`src/rtl/kanagawa_fifo_write_arbiter.sv`:
```
// Round-robin arbiter sharing one FIFO write port among NUM_REQ requesters,
// with a bounded burst lock per grant and a registered write interface.
module kanagawa_fifo_write_arbiter #(
  parameter int NUM_REQ   = 4,
  parameter int WIDTH     = 16,
  parameter int MAX_BURST = 4
) (
  input  logic                         clk,
  input  logic                         rst,
  input  logic [NUM_REQ-1:0]           req_valid,
  input  logic [NUM_REQ*WIDTH-1:0]     req_data,
  output logic [NUM_REQ-1:0]           req_ready,
  output logic                         wrreq_out,
  output logic [WIDTH-1:0]             data_out,
  output logic [$clog2(NUM_REQ)-1:0]   grant_id,
  input  logic                         almost_full_in
);

  localparam int IDX_W = $clog2(NUM_REQ);
  localparam int CNT_W = $clog2(MAX_BURST + 1);

  typedef enum logic {IDLE, BURST} state_t;

  state_t             state_q, state_d;
  logic [IDX_W-1:0]   owner_q, owner_d;
  logic [IDX_W-1:0]   ptr_q, ptr_d;
  logic [CNT_W-1:0]   count_q, count_d;
  logic [IDX_W-1:0]   winner;
  logic [IDX_W-1:0]   grantIdx;
  logic               anyValid;
  logic               transfer;
  logic               wrreq_q;
  logic [WIDTH-1:0]   data_q;
  logic [IDX_W-1:0]   grant_q;

  function automatic logic [IDX_W-1:0] nextIdx(input logic [IDX_W-1:0] i);
    if (int'(i) == NUM_REQ - 1) return '0;
    else return i + IDX_W'(1);
  endfunction

  // Scan from the highest offset down so the requester closest to ptr wins.
  always_comb begin
    winner   = '0;
    anyValid = 1'b0;
    for (int k = NUM_REQ - 1; k >= 0; k--) begin
      if (req_valid[(int'(ptr_q) + k) % NUM_REQ]) begin
        winner   = IDX_W'((int'(ptr_q) + k) % NUM_REQ);
        anyValid = 1'b1;
      end
    end
  end

  assign grantIdx = (state_q == BURST) ? owner_q : winner;

  always_comb begin
    req_ready = '0;
    if (!rst && !almost_full_in) begin
      if (state_q == IDLE) begin
        if (anyValid) req_ready[winner] = 1'b1;
      end else begin
        req_ready[owner_q] = req_valid[owner_q];
      end
    end
  end

  assign transfer = |(req_valid & req_ready);

  always_comb begin
    state_d = state_q;
    owner_d = owner_q;
    ptr_d   = ptr_q;
    count_d = count_q;
    case (state_q)
      IDLE: begin
        if (transfer) begin
          if (MAX_BURST > 1) begin
            state_d = BURST;
            owner_d = winner;
            count_d = CNT_W'(1);
          end else begin
            ptr_d = nextIdx(winner);
          end
        end
      end
      BURST: begin
        // An owner dropping valid releases the grant even under back-pressure.
        if (!req_valid[owner_q]) begin
          state_d = IDLE;
          ptr_d   = nextIdx(owner_q);
          count_d = '0;
        end else if (transfer) begin
          if (count_q + CNT_W'(1) == CNT_W'(MAX_BURST)) begin
            state_d = IDLE;
            ptr_d   = nextIdx(owner_q);
            count_d = '0;
          end else begin
            count_d = count_q + CNT_W'(1);
          end
        end
      end
      default: state_d = IDLE;
    endcase
  end

  always_ff @(posedge clk or posedge rst) begin
    if (rst) begin
      state_q <= IDLE;
      owner_q <= '0;
      ptr_q   <= '0;
      count_q <= '0;
    end else begin
      state_q <= state_d;
      owner_q <= owner_d;
      ptr_q   <= ptr_d;
      count_q <= count_d;
    end
  end

  always_ff @(posedge clk or posedge rst) begin
    if (rst) begin
      wrreq_q <= 1'b0;
      data_q  <= '0;
      grant_q <= '0;
    end else begin
      wrreq_q <= transfer;
      if (transfer) begin
        data_q  <= req_data[int'(grantIdx)*WIDTH +: WIDTH];
        grant_q <= grantIdx;
      end
    end
  end

  assign wrreq_out = wrreq_q;
  assign data_out  = data_q;
  assign grant_id  = grant_q;

endmodule

```
`config.mk`:
```
export PLATFORM = sky130hd
export DESIGN_NAME = kanagawa_fifo_write_arbiter
export DESIGN_NICKNAME = d
export VERILOG_FILES = /design/src/rtl/kanagawa_fifo_write_arbiter.sv
export SDC_FILE = /design/constraint.sdc
export NUM_CORES = 1
export LEC_CHECK = 0
export CAP_MARGIN = 40
export CORE_ASPECT_RATIO = 1.4
export CORE_MARGIN = 2
export CORE_UTILIZATION = 41
export CTS_CLUSTER_DIAMETER = 40
export DETAILED_ROUTE_END_ITERATION = 7
export PLACE_DENSITY = 0.8
export SETUP_SLACK_MARGIN = 0.5
export SLEW_MARGIN = 20
export SYNTH_ARGS = -nofsm -noshare
export SYNTH_HDL_FRONTEND = slang
export SYNTH_SLANG_ARGS = --single-unit
```
`constraint.sdc`:
```
create_clock -name clk -period 3 [get_ports clk]
set_input_delay 0.6 -clock clk [delete_from_list [all_inputs] [get_ports clk]]
set_output_delay 0.6 -clock clk [all_outputs]
set_load 0.01 [all_outputs]
```
=== After elaboration in Yosys (flattened, before gate mapping) ===
Cells that the tools add are included.

* Add/sub/neg operators: 5
* Magnitude comparators: 8
* Equal/unequal tests: 5
* Shifts and indexed selects: 1
* Muxes and demuxes: 44
* Bitwise operators: 6
* Reduce and logical (&&, ||, !) cells: 12

{| class="wikitable"
|+ Operators by type and width
! cell !! number
|-
| $shiftx A64 B7 Y16 || 1
|-
| $mux W2 || 10
|-
| $mux W1 || 18
|-
| $lt A3 B4 Y1 const B || 3
|-
| $mux W3 || 4
|-
| $mux W4 || 3
|-
| $bmux W1 S2 || 5
|-
| $lt A2 B3 Y1 const B || 3
|-
| $and A4 B4 Y4 || 2
|-
| $pmux W3 S2 || 1
|-
| $reduce_or A2 Y1 || 3
|-
| $add A2 B1 Y2 const B || 2
|-
| $add A2 B2 Y2 const B || 2
|-
| $demux W1 S2 || 2
|-
| $ge A2 B1 Y1 const B || 2
|-
| $reduce_and A2 Y1 || 2
|-
| $reduce_or A4 Y1 || 1
|-
| $add A3 B1 Y3 const B || 1
|-
| $and A1 B1 Y1 const A || 3
|-
| $eq A3 B3 Y1 const B || 1
|-
| $logic_and A1 B1 Y1 || 3
|-
| $ne A3 B2 Y1 const B || 1
|-
| $ne A3 B3 Y1 const B || 1
|-
| $reduce_and A3 Y1 || 1
|-
| 5 further kinds || 6
|}

* Register bits: 27
* Input bits: 71
* Output and inout port bits: 23
* Logic and storage cells: 88

=== Longest topological paths before layout ===
Gate-level depths: netlist (run 1).

* Depth in word-level cells: 22
* Gate-level depth with buffers: 9

=== Least setup slack after synthesis (run 1) ===
OpenSTA, ideal clock, no wires.

* Path kind: input to register
* From: in req_valid[3]
* To: reg ptr_q[1]
* Setup time: 0.116 ns
* Arrival: 2.276 ns
* Data required time: 2.884 ns
* Setup slack: 0.608 ns
* Cell stages on the path: 9
* Buffers on the path: 3
* Path through: buf_6 mux4_2 and2_1 buf_6 nor4b_4 a211oi_4 buf_4 nand3_1 o311ai_0

* Longest elaborated chain between the ends: 18

{| class="wikitable"
|+ RTL lines
! what !! RTL line !! RTL
|-
| from (decl) || 10 || <nowiki>input logic [NUM_REQ-1:0] req_valid,</nowiki>
|-
| $bmux W1 S2 || 46 || <nowiki>if (req_valid[(int'(ptr_q) + k) % NUM_REQ]) begin</nowiki>
|-
| $mux W1 (not written as such) (2 in series) || 46 ||
|-
| $mux W2 (4 in series) || 46 ||
|-
| $lt A2 B3 Y1 (not written as such) or $ge A2 B1 Y1 (tied branches) || 59 || <nowiki>if (anyValid) req_ready[winner] = 1'b1;</nowiki>
|-
| $logic_and A1 B1 Y1 (not written as such) || 59 ||
|-
| $mux W1 (not written as such) || 59 ||
|-
| $demux W1 S2 || 59 ||
|-
| $mux W4 || 59 ||
|-
| $mux W4 || 58 || <nowiki>if (state_q == IDLE) begin</nowiki>
|-
| $mux W4 || 57 || <nowiki>if (!rst && !almost_full_in) begin</nowiki>
|-
| $and A4 B4 Y4 || 66 || <nowiki>assign transfer = |(req_valid & req_ready);</nowiki>
|-
| $reduce_or A4 Y1 || 66 ||
|-
| $ne A3 B3 Y1 (no source line) || n/a ||
|-
| $reduce_and A3 Y1 (no source line) || n/a ||
|-
| to (signal assigned) || 114 || <nowiki>ptr_q <= ptr_d;</nowiki>
|-
| to (decl) || 26 || <nowiki>logic [IDX_W-1:0] ptr_q, ptr_d;</nowiki>
|}

Several ways; a longest one is shown, not always the timed one. The select of a mux whose other input is x is not followed.
A chain may end at the register's enable or synchronous reset.

=== Final worst setup path (run 1) ===
* From: in req_valid[3]
* To: out req_ready[1]

* Longest elaborated chain between the ends: 14

{| class="wikitable"
|+ RTL lines
! what !! RTL line !! RTL
|-
| $bmux W1 S2 || 46 ||
|-
| $mux W1 (not written as such) (2 in series) || 46 ||
|-
| $mux W2 (4 in series) || 46 ||
|-
| $lt A2 B3 Y1 (not written as such) or $ge A2 B1 Y1 (tied branches) || 59 ||
|-
| $logic_and A1 B1 Y1 (not written as such) || 59 ||
|-
| $mux W1 (not written as such) || 59 ||
|-
| $demux W1 S2 || 59 ||
|-
| $mux W4 || 59 ||
|-
| $mux W4 * || 58 ||
|-
| $mux W4 * || 57 ||
|-
| to (decl) || 12 || <nowiki>output logic [NUM_REQ-1:0] req_ready,</nowiki>
|}

Every way passes the cells marked *; elsewhere a longest branch is shown, timed or not. The select of a mux whose other input is x is not followed.

==> results.sh, run 1 <==
export IMPL_clkTransAtPathRegs_ps=90
export IMPL_ys_seq_area_frac=0.340
export IMPL_slew_violations=0
export IMPL_min_period_ps=2460
export IMPL_dieHeight_um=86.3
export IMPL_drc=0
export IMPL_cts_tree="yes"
export IMPL_status="finished clean"
export IMPL_grt_pass1_wl_um=9920
export IMPL_regToRegStartpoint="owner_q[1]"
export IMPL_synth_ff_type="dfrtp_1"
export IMPL_rrSetupSlack_ps=680
export IMPL_h_tree_depth=1
export IMPL_regArea_um2=679
export IMPL_reg2reg_to="data_out[0]"
export IMPL_synthesis_instances=216
export IMPL_final_cell_mix="clkdlybuf4s50_1 (84), buf_4 (30), dfrtp_1 (24), a21oi_1 (23), nand2_1 (22)"
export IMPL_crit_slowest_cell="mux4_2"
export IMPL_diodes=0
export IMPL_worstPathArrival_ps=1860
export IMPL_grt_pass1_vias=2177
export IMPL_setup_viol=0
export IMPL_die_area_um2=5420
export IMPL_min_to="data_out[14]"
export IMPL_antenna_found_initial=0
export IMPL_post_drt_wl_per_cell_um=15.5
export IMPL_dp_cells=384
export IMPL_power_leakage_nw=1.54
export IMPL_synth_nets=293
export IMPL_area_delta_synth_final_pct=65.4
export IMPL_final_hold_viol_count=0
export IMPL_finalInstanceArea_um2=3280
export IMPL_grt_start_max_net_pins=34
export IMPL_die_w_um=62.8
export IMPL_vdd_ir_drop_max_mv=0.380
export IMPL_hpwl_um=4520
export IMPL_final_common_cell="clkdlybuf4s50_1"
export IMPL_yosys_warnings=0
export IMPL_ant_nets=0
export IMPL_synth_cell_type_count=41
export IMPL_insertion_delay_ps=260
export IMPL_finalPower_mw=2.54
export IMPL_cts_sinks=27
export IMPL_placed_area_um2=3160
export IMPL_port_buffers=93
export IMPL_ys_async_sr_fraction=1.00
export IMPL_clock_tree_root_cell="clkbuf_8"
export IMPL_worstSetupEndpointType="primary output"
export IMPL_hold_start="data_out[14]"
export IMPL_cpPeakStageDelay_ps=510
export IMPL_syn_area_per_cell_um2=9.19
export IMPL_rsz0062_at_grt="yes"
export IMPL_clockBufferDepth=2
export IMPL_critPathLaunchType="input port"
export IMPL_clock_skew_ps=2.83
export IMPL_coreArea_um2=4610
export IMPL_critPathKind="in -> out"
export IMPL_required_ps=2400
export IMPL_nets=408
export IMPL_dr_total_vias=2144
export IMPL_final_cell_count_no_fill=392
export IMPL_rows=29
export IMPL_crit_chain="buf_2, mux4_2, and2_4, a32oi_1, nor3_1, buf_2"
export IMPL_vias_per_cell=5.47
export IMPL_cpMostUsedCell="buf_2"
export IMPL_drt_iter0_markers=70
export IMPL_grtUsageTotal=0.224
export IMPL_hold_path_class="reg -> reg"
export IMPL_drt_first_pass_iters=4
export IMPL_cts_hold_buf=0
export IMPL_power_density_nw_per_um2=773
export IMPL_whs_path_depth=1
export IMPL_multiInputGateArea_um2=1240
export IMPL_grt_overflow=0
export IMPL_ioPinCount=94
export IMPL_slew_headroom=0.730
export IMPL_ys_seq_elements=27
export IMPL_utilization=0.712
export IMPL_synth_edff_count=0
export IMPL_reg2reg_depth=8
export IMPL_cap_violations=0
export IMPL_gp_congestion=0.889
export IMPL_initial_utilization=0.431
export IMPL_fill_cells=384
export IMPL_cts_made_buffers=3
export IMPL_min_period_over_period=0.819
export IMPL_hold_slack_ps=478
export IMPL_syn_cell_area_um2=1980
export IMPL_wl_um=6080
export IMPL_cp_max_fo=6
export IMPL_drive_gt1_frac=0.203
export IMPL_tightest_slew_ps=405
export IMPL_fmaxAchievable_ghz=0.407
## sequential cells by signal, summed over array words and instances (netlist names)
name       flops
data_out      16
grant_id       2
wrreq_out      1
count_q        3
owner_q        2
ptr_q          2
state_q        1
## how the worst max path moves through the flow
stage / from / endpoint / slack [ps] / depth (start not counted)
after floorplan: req_valid[3] / ptr_q[1] / 610 / 9
after global placement: req_valid[2] / req_ready[1] / -230 / 7
after detailed placement: req_valid[0] / req_ready[1] / -270 / 7
after CTS: req_valid[2] / req_ready[2] / 500 / 8
after global routing: req_valid[0] / req_ready[2] / 480 / 8
final: req_valid[3] / req_ready[1] / 540 / 6
## per-layer routing
layer,vias up,global-route usage,routed length [um]
met5,-,0,0
met4,0,0.0606,43
met3,4,0.0299,255
met2,68,0.437,3390
met1,1028,0.253,2390
li1,1044,-,-
## synth_stat cells, types with 6 or more instances
library cell / n / area, um^2
inv_1: 9 / 33.8
dfrtp_1: 27 / 676
a21oi_1: 25 / 125
buf_2: 6 / 30.0
a221oi_1: 18 / 158
a21o_1: 19 / 143
mux2i_1: 17 / 170
ha_1: 6 / 75.1
nor2_1: 6 / 22.5
nand2_1: 22 / 82.6
clkbuf_1: 6 / 22.5
o21ai_0: 6 / 30.0
nor3_1: 6 / 30.0
## timing repair
action | CTS | global route
cloned | 0 | 0
endpoints found under the setup margin | 29 | 25
resized for setup | 41 | 12
buffers inserted | 1 | 3
pin swaps | 6 | 6
## cell families (layout without fill, tap and decap cells)
kind of cell | after synthesis | count (layout) | synth area share
fa+ha+maj | 6 | 6 | 0.0378
xor+xnor | 1 | 1 | 0.00441
buf+inv | 27 | 141 | 0.0719
mux | 19 | 19 | 0.103
simple gates | 50 | 50 | 0.128
compound gates | 86 | 86 | 0.315
flops | 27 | 27 | 0.340
## critical path, delay by kind of cell
family                 cells  cell delay (ps)
multiplexers               1              510
AND/OR/NAND/NOR            2              270
AO/OA/AOI/OAI              1              170
buffers and inverters      2              300
## area by class of cell
type	instances	share of cell area
multi-input combinational	162	0.378
timing repair buffer	127	0.366
sequential	27	0.207
tap	62	0.0236
clock buffer	4	0.0137
inverter	10	0.0114
## per-stage QoR
step                      setup slack, ps  TNS (ps)
after global routing                  484         0
after floorplan                       608         0
after CTS                             503         0
after detailed placement             -270     -1220
after global placement               -234      -778
final                                 544         0
## report_power, final
| part | switching [mW] | total (mW) | leakage, nW | internal [mW] |
|---|---|---|---|---|
| logic | 0.795 | 1.67 | 1.18 | 0.874 |
| clock network | 0.105 | 0.200 | 0.0228 | 0.0949 |
| registers | 0.139 | 0.669 | 0.328 | 0.530 |
No activity file was read; power rests on OpenSTA's default activity.
==> run 2: changes to the inputs <==
==> constraint.sdc (replaced) <==
create_clock -name clk -period 2.6 [get_ports clk]
set_input_delay 0.52 -clock clk [delete_from_list [all_inputs] [get_ports clk]]
set_output_delay 0.52 -clock clk [all_outputs]
set_load 0.01 [all_outputs]
==> results.sh, run 2 (synthesized netlist as in run 1, its figures left out) <==
export IMPL_slew_violations=0
export IMPL_hold_path_class="reg -> reg"
export IMPL_die_area_um2=5420
export IMPL_antenna_found_initial=0
export IMPL_diodes=0
export IMPL_final_hold_viol_count=0
export IMPL_tightest_slew_ps=379
export IMPL_regArea_um2=679
export IMPL_final_cell_count_no_fill=410
export IMPL_drt_first_pass_iters=4
export IMPL_insertion_delay_ps=270
export IMPL_ioPinCount=94
export IMPL_cts_made_buffers=3
export IMPL_dp_cells=390
export IMPL_h_tree_depth=1
export IMPL_power_leakage_nw=1.69
export IMPL_cts_sinks=27
export IMPL_fill_cells=309
export IMPL_power_share_sequential=0.225
export IMPL_drc=0
export IMPL_post_drt_wl_per_cell_um=17.4
export IMPL_setup_viol=0
export IMPL_slew_headroom=0.747
export IMPL_grtUsageTotal=0.260
export IMPL_required_ps=2760
export IMPL_clkTransAtPathRegs_ps=90
export IMPL_clock_tree_root_cell="clkbuf_8"
export IMPL_fmaxAchievable_ghz=0.424
export IMPL_grt_pass1_vias=2460
export IMPL_gp_congestion=0.839
export IMPL_ant_nets=0
export IMPL_coreArea_um2=4610
export IMPL_drt_iter0_markers=86
export IMPL_area_delta_synth_final_pct=83.3
export IMPL_initial_utilization=0.431
export IMPL_wl_um=7140
export IMPL_cp_max_fo=6
export IMPL_port_buffers=93
export IMPL_multiInputGateArea_um2=1420
export IMPL_nets=426
export IMPL_sw_frac_of_total=0.423
export IMPL_min_period_ps=2360
export IMPL_dieHeight_um=86.3
export IMPL_layout_setup_ws_ps=241
export IMPL_pre_cts_ws_ps=-555
export IMPL_die_w_um=62.8
export IMPL_cap_violations=0
export IMPL_grt_pass1_wl_um=11300
export IMPL_critPathKind="in -> reg"
export IMPL_p_int_mw=1.96
export IMPL_cts_tree="yes"
export IMPL_tns_ps=0
export IMPL_clock_skew_ps=5.50
export IMPL_hold_slack_ps=484
export IMPL_largest_register_ffs=16
export IMPL_drive_gt1_frac=0.322
export IMPL_vdd_ir_drop_max_mv=0.473
export IMPL_hpwl_um=4950
export IMPL_power_frac_comb=0.707
export IMPL_vias_per_cell=5.65
export IMPL_worstSetupEndpointType="flop"
export IMPL_rsz0062_at_grt="yes"
export IMPL_min_period_over_period=0.907
export IMPL_final_cell_mix="clkdlybuf4s50_1 (84), buf_4 (36), dfrtp_1 (24), nand2_1 (21), a21oi_1 (21)"
export IMPL_p_sw_mw=1.43
export IMPL_power_density_nw_per_um2=932
export IMPL_worstPathArrival_ps=2520
export IMPL_dr_total_vias=2316
export IMPL_status="finished clean"
export IMPL_critPathLaunchType="input port"
export IMPL_p_clk_frac=0.069
export IMPL_finalInstanceArea_um2=3640
export IMPL_clockBufferDepth=2
export IMPL_grt_overflow=0
export IMPL_placed_area_um2=3230
export IMPL_final_common_cell="clkdlybuf4s50_1"
export IMPL_grt_start_max_net_pins=34
export IMPL_rows=29
==> run 2: cell types whose count changed in the layout (fill, tap and decap cells not counted), moves of 3 or more <==
cell / before / now
a221oi_1: 16 / 5
a221oi_2: 2 / 12
a32oi_1: 3 / 0
a32oi_2: 1 / 4
buf_4: 30 / 36
buf_6: 3 / 12
nor3_1: 3 / 0
nor3_2: 2 / 6
==> run 2: worst paths after layout <==
kind / startpoint / end / slack, ps / cells past startpoint
setup / recovery: req_valid[0] / data_out[10] / 240 / 13
max in group asynchronous: rst / ptr_q[0] / 1480 / 4
min in group asynchronous: rst / owner_q[1] / 840 / 4
setup reg to reg: owner_q[1] / data_out[10] / 250 / 11
hold reg to reg: data_out[8] / data_out[8] / 480 / 1
hold / removal: data_out[8] / data_out[8] / 480 / 1
==> run 2: layout make-up <==
| cell class | count | share of cell area |
|---|---|---|
| repair buffers | 145 | 0.379 |
| inverters | 10 | 0.0103 |
| clock buffers | 4 | 0.0124 |
| multi-input cells | 162 | 0.390 |
| well taps | 62 | 0.0213 |
| flip-flops and latches | 27 | 0.187 |
==> run 2: timing repair <==
action / in CTS / in global routing
cloned: 1 / 0
setup endpoints to repair: 31 / 31
setup buffers: 14 / 1
gates resized for setup: 67 / 23
hold buffers: 0 / 0
pin swaps: 15 / 11
==> run 2: power by group through the flow <==
stage | Combinational, mW | Sequential, mW | Clock, mW
floorplan | 1.06 | 0.789 | 0
global placement | 1.94 | 0.741 | 0
detailed placement | 1.97 | 0.753 | 0
CTS | 2.24 | 0.751 | 0.241
global route | 2.56 | 0.782 | 0.257
finish | 2.39 | 0.762 | 0.233
==> run 2: metrics by stage <==
stage | util | power, mW
6_report | 0.789 | 3.39
4_1_cts | 0.764 | 3.23
2_1_floorplan | - | 1.85
3_3_place_gp | 0.701 | 2.68
3_5_place_dp | 0.701 | 2.73
5_1_grt | 0.789 | 3.60
==> run 2: per-layer routing <==
| metal | wire [um] | track usage |
|---|---|---|
| met5 | 0 | 0 |
| met4 | 291 | 0.123 |
| met3 | 283 | 0.0286 |
| met2 | 4100 | 0.521 |
| met1 | 2460 | 0.265 |
==> run 2: critical path: stages <==
cell,delay [ps]
buf_2,120
buf_6,120
mux4_2,460
and2_4,190
buf_6,120
buf_6,100
nor4b_4,140
a211oi_4,160
buf_6,160
buf_6,110
buf_12,120
a221oi_2,40
a21o_1,160
==> run 3: changes to the inputs <==
--- a/config.mk
+++ b/config.mk
@@ -8,10 +8,10 @@
 export CAP_MARGIN = 40
 export CORE_ASPECT_RATIO = 1.4
 export CORE_MARGIN = 2
-export CORE_UTILIZATION = 41
+export CORE_UTILIZATION = 45
 export CTS_CLUSTER_DIAMETER = 40
 export DETAILED_ROUTE_END_ITERATION = 7
-export PLACE_DENSITY = 0.8
+export PLACE_DENSITY = 0.87
 export SETUP_SLACK_MARGIN = 0.5
 export SLEW_MARGIN = 20
 export SYNTH_ARGS = -nofsm -noshare
==> constraint.sdc (replaced) <==
create_clock -name clk -period 2.95 [get_ports clk]
set_input_delay 0.59 -clock clk [delete_from_list [all_inputs] [get_ports clk]]
set_output_delay 0.59 -clock clk [all_outputs]
set_load 0.01 [all_outputs]
==> results.sh, run 3 (synthesized netlist as in run 1, its figures left out) <==
export IMPL_hpwl_um=4830
export IMPL_min_period_ps=2410
export IMPL_cts_hold_buf=0
export IMPL_p_sw_mw=1.11
export IMPL_clockBufferDepth=2
export IMPL_ant_nets=0
export IMPL_tightest_slew_ps=377
export IMPL_area_delta_synth_final_pct=68.5
export IMPL_wl_met1_um=2330
export IMPL_whs_path_depth=1
export IMPL_worstSetupEndpointType="primary output"
export IMPL_highest_layer="met4"
export IMPL_grt_overflow=0
export IMPL_fmaxAchievable_ghz=0.415
export IMPL_vdd_ir_drop_max_mv=0.458
export IMPL_drt_first_pass_iters=4
export IMPL_sw_frac_of_total=0.411
export IMPL_drc=0
export IMPL_setup_viol=0
export IMPL_hold_slack_ps=485
export IMPL_final_cell_mix="clkdlybuf4s50_1 (85), buf_4 (38), dfrtp_1 (24), a21oi_1 (23), nand2_1 (22)"
export IMPL_final_common_cell="clkdlybuf4s50_1"
export IMPL_drive_gt1_frac=0.218
export IMPL_clkTransAtPathRegs_ps=90
export IMPL_post_drt_wl_per_cell_um=16.1
export IMPL_slew_violations=0
export IMPL_power_frac_comb=0.667
export IMPL_critPathLaunchType="flop"
export IMPL_nets=418
export IMPL_largest_register_ffs=16
export IMPL_grtUsageTotal=0.253
export IMPL_insertion_delay_ps=270
export IMPL_critPathKind="reg -> out"
export IMPL_reg2reg_depth=8
export IMPL_die_w_um=60.1
export IMPL_grt_start_max_net_pins=34
export IMPL_initial_utilization=0.468
export IMPL_rows=28
export IMPL_finalPower_mw=2.70
export IMPL_power_share_sequential=0.255
export IMPL_required_ps=2360
export IMPL_power_density_nw_per_um2=806
export IMPL_wl_met2_um=3700
export IMPL_drt_iter0_markers=122
export IMPL_gp_congestion=0.921
export IMPL_diodes=0
export IMPL_grt_pass1_wl_um=9780
export IMPL_utilization=0.789
export IMPL_die_area_um2=4960
export IMPL_tns_ps=0
export IMPL_final_hold_viol_count=0
export IMPL_dr_total_vias=2275
export IMPL_clock_tree_root_cell="clkbuf_8"
export IMPL_h_tree_depth=1
export IMPL_port_buffers=93
export IMPL_cts_tree="yes"
export IMPL_slew_headroom=0.748
export IMPL_cts_sinks=27
export IMPL_dieHeight_um=82.6
export IMPL_vias_per_cell=5.69
export IMPL_met3_length_um=315
export IMPL_cp_max_fo=7
export IMPL_ioPinCount=94
export IMPL_antenna_found_initial=0
export IMPL_wl_um=6450
export IMPL_cts_made_buffers=3
export IMPL_grt_pass1_vias=2243
export IMPL_worstPathArrival_ps=1820
export IMPL_cap_violations=0
export IMPL_clock_skew_ps=6.39
export IMPL_p_clk_frac=0.077
export IMPL_status="finished clean"
export IMPL_rsz0062_at_grt="yes"
export IMPL_min_period_over_period=0.818
export IMPL_hold_path_class="reg -> reg"
export IMPL_coreArea_um2=4240
export IMPL_power_leakage_nw=1.57
export IMPL_p_int_mw=1.59
==> run 3: cell count changes in the layout (fill, tap and decap cells not counted), sizes merged <==
cell,previous run,this run
dlymetal6s2s,1,0
buf,59,51
clkdlybuf4s50,84,85
==> run 3: final timing paths <==
| kind | slack [ps] | end | startpoint |
|---|---|---|---|
| worst max-delay path | 540 | req_ready[0] | ptr_q[1] |
| worst min-delay path | 480 | data_out[11] | data_out[11] |
| worst max register to register | 540 | grant_id[0] | owner_q[1] |
| worst min register to register | 480 | data_out[11] | data_out[11] |
| max in group asynchronous | 1780 | ptr_q[1] | rst |
| min in group asynchronous | 880 | count_q[2] | rst |
==> run 3: power groups by stage <==
| stage | sequential [mW] | clock [mW] | combinational (mW) |
|---|---|---|---|
| floorplan | 0.695 | 0 | 0.922 |
| global placement | 0.674 | 0 | 1.61 |
| detailed placement | 0.681 | 0 | 1.66 |
| CTS | 0.680 | 0.211 | 1.69 |
| global route | 0.712 | 0.227 | 1.94 |
| finish | 0.689 | 0.208 | 1.80 |
==> run 3: timing repair <==
| action | 4_1_cts | 5_1_grt |
|---|---|---|
| buffers inserted | 3 | 5 |
| endpoints found under the setup margin | 30 | 26 |
| resized for setup | 37 | 18 |
| pin swaps | 4 | 2 |
| gates cloned | 0 | 3 |
==> run 3: layer usage <==
metal | global-route usage | vias to the layer above
li1 | - | 1070
met1 | 0.262 | 1106
met2 | 0.493 | 89
met3 | 0.0421 | 10
met4 | 0.0911 | 0
met5 | 0 | -
==> run 3: through the flow <==
| stage | cells | instance area [um^2] | setup slack, ps |
|---|---|---|---|
| after CTS | 392 | 3230 | 488 |
| after floorplan | 216 | 1980 | 568 |
| after global placement | 385 | 3170 | -225 |
| after detailed placement | 385 | 3170 | -284 |
| final | 400 | 3340 | 538 |
| after global routing | 400 | 3340 | 466 |
==> run 3: area by class of cell <==
cell class	instances	area, um^2
clock buffers	4	45.0
well taps	60	75.1
repair buffers	137	1280
flip-flops and latches	27	679
fillers	283	895
multi-input cells	162	1220
inverters	10	37.5
==> run 3: critical path: stages (launching register included) <==
cell	delay, ps
dfrtp_2	460
mux2i_1	210
nor2_1	90
or3_4	410
a32oi_1	200
nor3_1	60
buf_2	130
